$ cat src/rtl/serial_add_pkg.sv
// Shared types for the bit-serial adder sequencer.
package serial_add_pkg;

  localparam int DEFAULT_WIDTH = 8;

  typedef enum logic [1:0] {
    IDLE = 2'd0,
    RUN  = 2'd1,
    DONE = 2'd2
  } state_t;

endpackage

$ cat src/rtl/full_adder_cell.sv
// Combinational 1-bit full adder built from two half adders and an OR gate.
module full_adder_cell (
  input  logic a,
  input  logic b,
  input  logic ci,
  output logic s,
  output logic co
);

  logic s1_s;
  logic c1_s;
  logic c2_s;

  half_adder u_ha0 (.a(a),    .b(b),  .s(s1_s), .c(c1_s));
  half_adder u_ha1 (.a(s1_s), .b(ci), .s(s),    .c(c2_s));

  assign co = c1_s | c2_s;

endmodule

$ cat src/rtl/half_adder.sv
// One-bit half adder; two of these form the shared full-adder cell.
module half_adder (
  input  logic a,
  input  logic b,
  output logic s,
  output logic c
);

  assign s = a ^ b;
  assign c = a & b;

endmodule

$ cat src/rtl/serial_add_sequencer.sv
// Bit-serial adder controller: operands in over valid/ready, LSB-first through one
// shared full-adder cell, result out over valid/ready.
module serial_add_sequencer
  import serial_add_pkg::*;
#(
  parameter int WIDTH = DEFAULT_WIDTH
) (
  input  logic             clk,
  input  logic             rst,
  input  logic             in_valid,
  output logic             in_ready,
  input  logic [WIDTH-1:0] a_in,
  input  logic [WIDTH-1:0] b_in,
  input  logic             cin,
  output logic             out_valid,
  input  logic             out_ready,
  output logic [WIDTH-1:0] sum,
  output logic             cout,
  output logic             busy
);

  localparam int CW = $clog2(WIDTH);
  localparam logic [CW-1:0] CNT_LAST = CW'(WIDTH - 1);
  localparam logic [CW-1:0] CNT_ONE  = CW'(1);

  state_t           state_r;
  logic [CW-1:0]    cnt_r;
  logic [WIDTH-1:0] a_sh_r;
  logic [WIDTH-1:0] b_sh_r;
  // Holds the WIDTH-1 sum bits produced so far; the last bit comes straight from the cell.
  logic [WIDTH-2:0] sum_sh_r;
  logic             carry_r;
  logic             fa_s_s;
  logic             fa_co_s;
  logic [WIDTH-1:0] sum_next_s;

  full_adder_cell u_fa (
    .a  (a_sh_r[0]),
    .b  (b_sh_r[0]),
    .ci (carry_r),
    .s  (fa_s_s),
    .co (fa_co_s)
  );

  assign sum_next_s = {fa_s_s, sum_sh_r};

  // Sequencer FSM with datapath shift registers and registered handshake outputs.
  always_ff @(posedge clk or posedge rst) begin
    if (rst) begin
      state_r   <= IDLE;
      cnt_r     <= {CW{1'b0}};
      a_sh_r    <= {WIDTH{1'b0}};
      b_sh_r    <= {WIDTH{1'b0}};
      sum_sh_r  <= {(WIDTH-1){1'b0}};
      carry_r   <= 1'b0;
      in_ready  <= 1'b1;
      out_valid <= 1'b0;
      busy      <= 1'b0;
      sum       <= {WIDTH{1'b0}};
      cout      <= 1'b0;
    end else begin
      case (state_r)
        IDLE: begin
          if (in_valid && in_ready) begin
            a_sh_r   <= a_in;
            b_sh_r   <= b_in;
            carry_r  <= cin;
            cnt_r    <= {CW{1'b0}};
            in_ready <= 1'b0;
            busy     <= 1'b1;
            state_r  <= RUN;
          end else begin
            in_ready <= 1'b1;
          end
        end
        RUN: begin
          a_sh_r   <= a_sh_r >> 1;
          b_sh_r   <= b_sh_r >> 1;
          sum_sh_r <= sum_next_s[WIDTH-1:1];
          carry_r  <= fa_co_s;
          cnt_r    <= cnt_r + CNT_ONE;
          if (cnt_r == CNT_LAST) begin
            sum       <= sum_next_s;
            cout      <= fa_co_s;
            out_valid <= 1'b1;
            busy      <= 1'b0;
            state_r   <= DONE;
          end else begin
            state_r <= RUN;
          end
        end
        DONE: begin
          if (out_ready) begin
            out_valid <= 1'b0;
            in_ready  <= 1'b1;
            state_r   <= IDLE;
          end else begin
            state_r <= DONE;
          end
        end
        default: begin
          // Unused encoding: drop any partial operation and return to a safe idle.
          state_r   <= IDLE;
          in_ready  <= 1'b1;
          out_valid <= 1'b0;
          busy      <= 1'b0;
        end
      endcase
    end
  end

endmodule

$ cat config.mk
export PLATFORM = sky130hd
export DESIGN_NAME = serial_add_sequencer
export DESIGN_NICKNAME = d
export VERILOG_FILES = /design/src/rtl/serial_add_pkg.sv /design/src/rtl/full_adder_cell.sv /design/src/rtl/half_adder.sv /design/src/rtl/serial_add_sequencer.sv
export SDC_FILE = /design/constraint.sdc
export NUM_CORES = 1
export LEC_CHECK = 0
export BUFFER_PORTS_ARGS = -buffer_cell sky130_fd_sc_hd__buf_2
export CAP_MARGIN = 10
export CORE_UTILIZATION = 59
export CTS_CLUSTER_DIAMETER = 120
export DETAILED_ROUTE_END_ITERATION = 12
export GPL_ROUTABILITY_DRIVEN = 0
export PLACE_DENSITY = 0.93
export SLEW_MARGIN = 30
export SYNTH_ARGS = -nofsm -noshare
export SYNTH_HDL_FRONTEND = slang
export SYNTH_SLANG_ARGS = --single-unit
$ cat constraint.sdc
create_clock -name clk -period 3.8 [get_ports clk]
set_input_delay 0.57 -clock clk [delete_from_list [all_inputs] [get_ports clk]]
set_output_delay 0.57 -clock clk [all_outputs]
set_load 0.1 [all_outputs]
==> flow_summary_export.csv <==
group,metric,value,unit
drt,routed_wl,3310,um
drt,antenna_left,0,
synth,yosys.cell_types.count,29,
synth,synth-seq-cells,41,
timing,timing.slew.headroom,42.7,%
min_path,min_delay_path_class,"in2async",
drt,drtIter0Drc,56,
worst_setup_path,cp_data_required_time,3.23,ns
cts,ctsRootBufferMaster,"sky130_fd_sc_hd__clkbuf_4",
synth,yosysWarningCount,0,
floorplanning,num_io_pins,33,
timing,grt_setup_unrepaired,"false",
final_layout,post_layout_nets,201,
cts,postCtsResizedCells,0,
cts,htree_levels,2,
job,max_cap_viol_count,0,
floorplanning,die-height,58.9,um
worst_setup_path,crit_chain,"buf_2",
cts,hold_fix_buffers_at_cts,0,
grt,grt_pass1_wl,5460,um
timing,max_freq,511,MHz
worst_setup_path,max_stage_delay,0.60,ns
timing,finalSetupViolCount,0,
final_layout,stdcell_area,0.00215,mm2
drt,route.layer.met1.wl,1560,um
floorplanning,floorplan.core_area,0.00305,mm2
grt,grt_antenna_before_repair,0,
synth,syn_area,0.00191,mm2
cts,clock_sinks,41,
cts,postCtsSetupBuffers,0,
floorplanning,die_w,58.9,um
cts,clock_path_buffers,2,
synth,syn-num-nets,171,
cts,cts_tree,"built",
worst_setup_path,startpoint_kind_of_the_worst_setup_timing_path,"flip-flop",
floorplanning,initial_util,62.5,%
drt,via_per_inst,5.62,
worst_setup_path,worst_setup_end_kind,"output port",
worst_setup_path,critical_path.top_delay_family,"flip-flops",
worst_setup_path,worst_path_max_delay_cell,"sky130_fd_sc_hd__dfstp_2",
synth,synthDominantAreaCellType,"sky130_fd_sc_hd__dfrtp_1",
grt,maximum_number_of_pins_on_one_net_before_global_route_repair,42,
grt,vias_in_the_first_global_route,1214,
placement,dp_hpwl,2220,um
cts,clk_pin_slew_worst_paths,0.12,ns
synth,synth_edf_count,0,
timing,finalMaxSlewViolations,0,
cts,insertion_delay,0.36,ns
synth,synth_top_area_share,52.5,%
synth,avgSynthCellArea,13.0,um2
final_layout,mostFrequentLayoutCell,"sky130_fd_sc_hd__dfrtp_1",
timing,fin_crit_sh,51.5,%
grt,grt_use_total,21.7,%
floorplanning,fp-row-count,20,
placement,buffer_ports.inserted,32,
drt,wl_met2,1600,um
worst_setup_path,cp_num_buf_inv,1,
drt,drc_errors,0,
synth,asyncSetResetFlopFracSynth,100,%
synth,synthTopCellsByArea,"sky130_fd_sc_hd__dfrtp_1 (52%), sky130_fd_sc_hd__o2bb2ai_1 (6.9%), sky130_fd_sc_hd__mux2_4 (6.3%), sky130_fd_sc_hd__a22oi_1 (5.9%), sky130_fd_sc_hd__mux2_2 (5.3%)",
synth,ys_seq_area_share,53.9,%
final_layout,synthToLayoutAreaGrowth,12.8,%
worst_setup_path,criticalPathCategory,"reg2out",
final_layout,num_antenna_cells,0,
timing,final_critical_path_setup_slack,1.84,ns
drt,detailroute.wirelength.met3,106,um
final_layout,final_layout_size_suffix_gt1_share,34.8,%
timing,tns,0,ns
drt,drt_pass1_iterations,4,
placement,setup_slack_after_placement,1.91,ns
timing,period_minus_ws_final,1.96,ns
cts,cts-buffers-inserted,5,
drt,number_of_vias_after_detailed_routing,1248,
grt,remaining_overflow_grt,0,
drt,post_detailed_route_wirelength_per_cell,14.9,um
worst_setup_path,critical_path_peak_fanout,7,
drt,routed.top_layer,"met4",
placement,dpl_cell_area,0.00207,mm2
synth,synth_flop_cell,"sky130_fd_sc_hd__dfrtp_1",
floorplanning,design.die.area,0.00346,mm2
run_status,outcome,"finished, final reports clean",
final_layout,layout_common_cells,"sky130_fd_sc_hd__dfrtp_1 (40), sky130_fd_sc_hd__buf_2 (32), sky130_fd_sc_hd__nor2b_1 (15), sky130_fd_sc_hd__a22oi_1 (15), sky130_fd_sc_hd__o2bb2ai_1 (15)",
worst_setup_path,arrival,1.39,ns
timing,timing.clock.skew,0.0130,ns
synth,gate_count_of_the_mapped_netlist,147,
timing,hold_viol_final,0,
timing,worst-slew-pin-transition,0.860,ns
## cells in the mapped netlist, types with 2 or more instances
library cell and n:
sky130_fd_sc_hd__nor2b_1 15, sky130_fd_sc_hd__nor2_1 2, sky130_fd_sc_hd__dfrtp_1 40, sky130_fd_sc_hd__buf_1 2, sky130_fd_sc_hd__a22oi_1 15, sky130_fd_sc_hd__mux2_2 9
sky130_fd_sc_hd__ha_1 2, sky130_fd_sc_hd__buf_2 3, sky130_fd_sc_hd__a22o_1 2, sky130_fd_sc_hd__buf_4 5, sky130_fd_sc_hd__and4b_1 2, sky130_fd_sc_hd__o21ai_0 4
sky130_fd_sc_hd__o2bb2ai_1 15, sky130_fd_sc_hd__a21oi_1 3, sky130_fd_sc_hd__nand2_1 6, sky130_fd_sc_hd__inv_1 2, sky130_fd_sc_hd__mux2_4 8
## state kept, by name, summed over array words and instances (netlist names)
signal,flops
sum_sh_r,7
state_r,2
sum,8
b_sh_r,8
cnt_r,3
carry_r,1
a_sh_r,8
busy,1
in_ready,1
out_valid,1
cout,1
## layout make-up
| class | instances | area (um2) |
|---|---|---|
| timing repair buffer | 34 | 175 |
| tap | 44 | 55.1 |
| multi-input combinational | 93 | 801 |
| sequential | 41 | 1030 |
| clock inverter | 1 | 30.0 |
| clock buffer | 7 | 55.1 |
| fill | 223 | 902 |
| inverter | 2 | 7.51 |
## layer usage
layer | vias to the layer above | global-route usage (%)
met1 | 617 | 28.7
met2 | 25 | 33.0
met3 | 7 | 7.03
met4 | 0 | 9.52
li1 | 599 | -
met5 | - | 0
## final timing paths
check | startpoint | end | slack (ns) | cells after the start
setup / recovery | in_ready | in_ready | 1.84 | 1
hold / removal | rst | a_sh_r[1] | 0.32 | 3
setup reg to reg | in_ready | cnt_r[0] | 1.97 | 3
hold reg to reg | b_sh_r[5] | b_sh_r[5] | 0.51 | 1
max in group asynchronous | rst | in_ready | 3.11 | 3
min in group clk | out_ready | in_ready | 0.49 | 3
## stage by stage
stage | utilization (%) | cells | hold slack (ns)
CTS | 70.5 | 222 | 0.325
detailed placement | 67.7 | 214 | 0.481
finish | 70.5 | 222 | 0.316
global placement | 67.7 | 214 | 0.472
global route | 70.5 | 222 | 0.365
floorplan | - | 147 | 0.457
## logic make-up after synthesis
logic type	after synthesis	synth area share [%]
fa+ha+maj	3	2.36
mux	19	12.7
flops	41	53.9
simple gates	28	9.19
compound gates	43	17.7
buf+inv	13	4.13
Power is left out: the tool's default activity adds up to more than one toggle a clock period on the data nets, which glitch-free logic cannot reach.
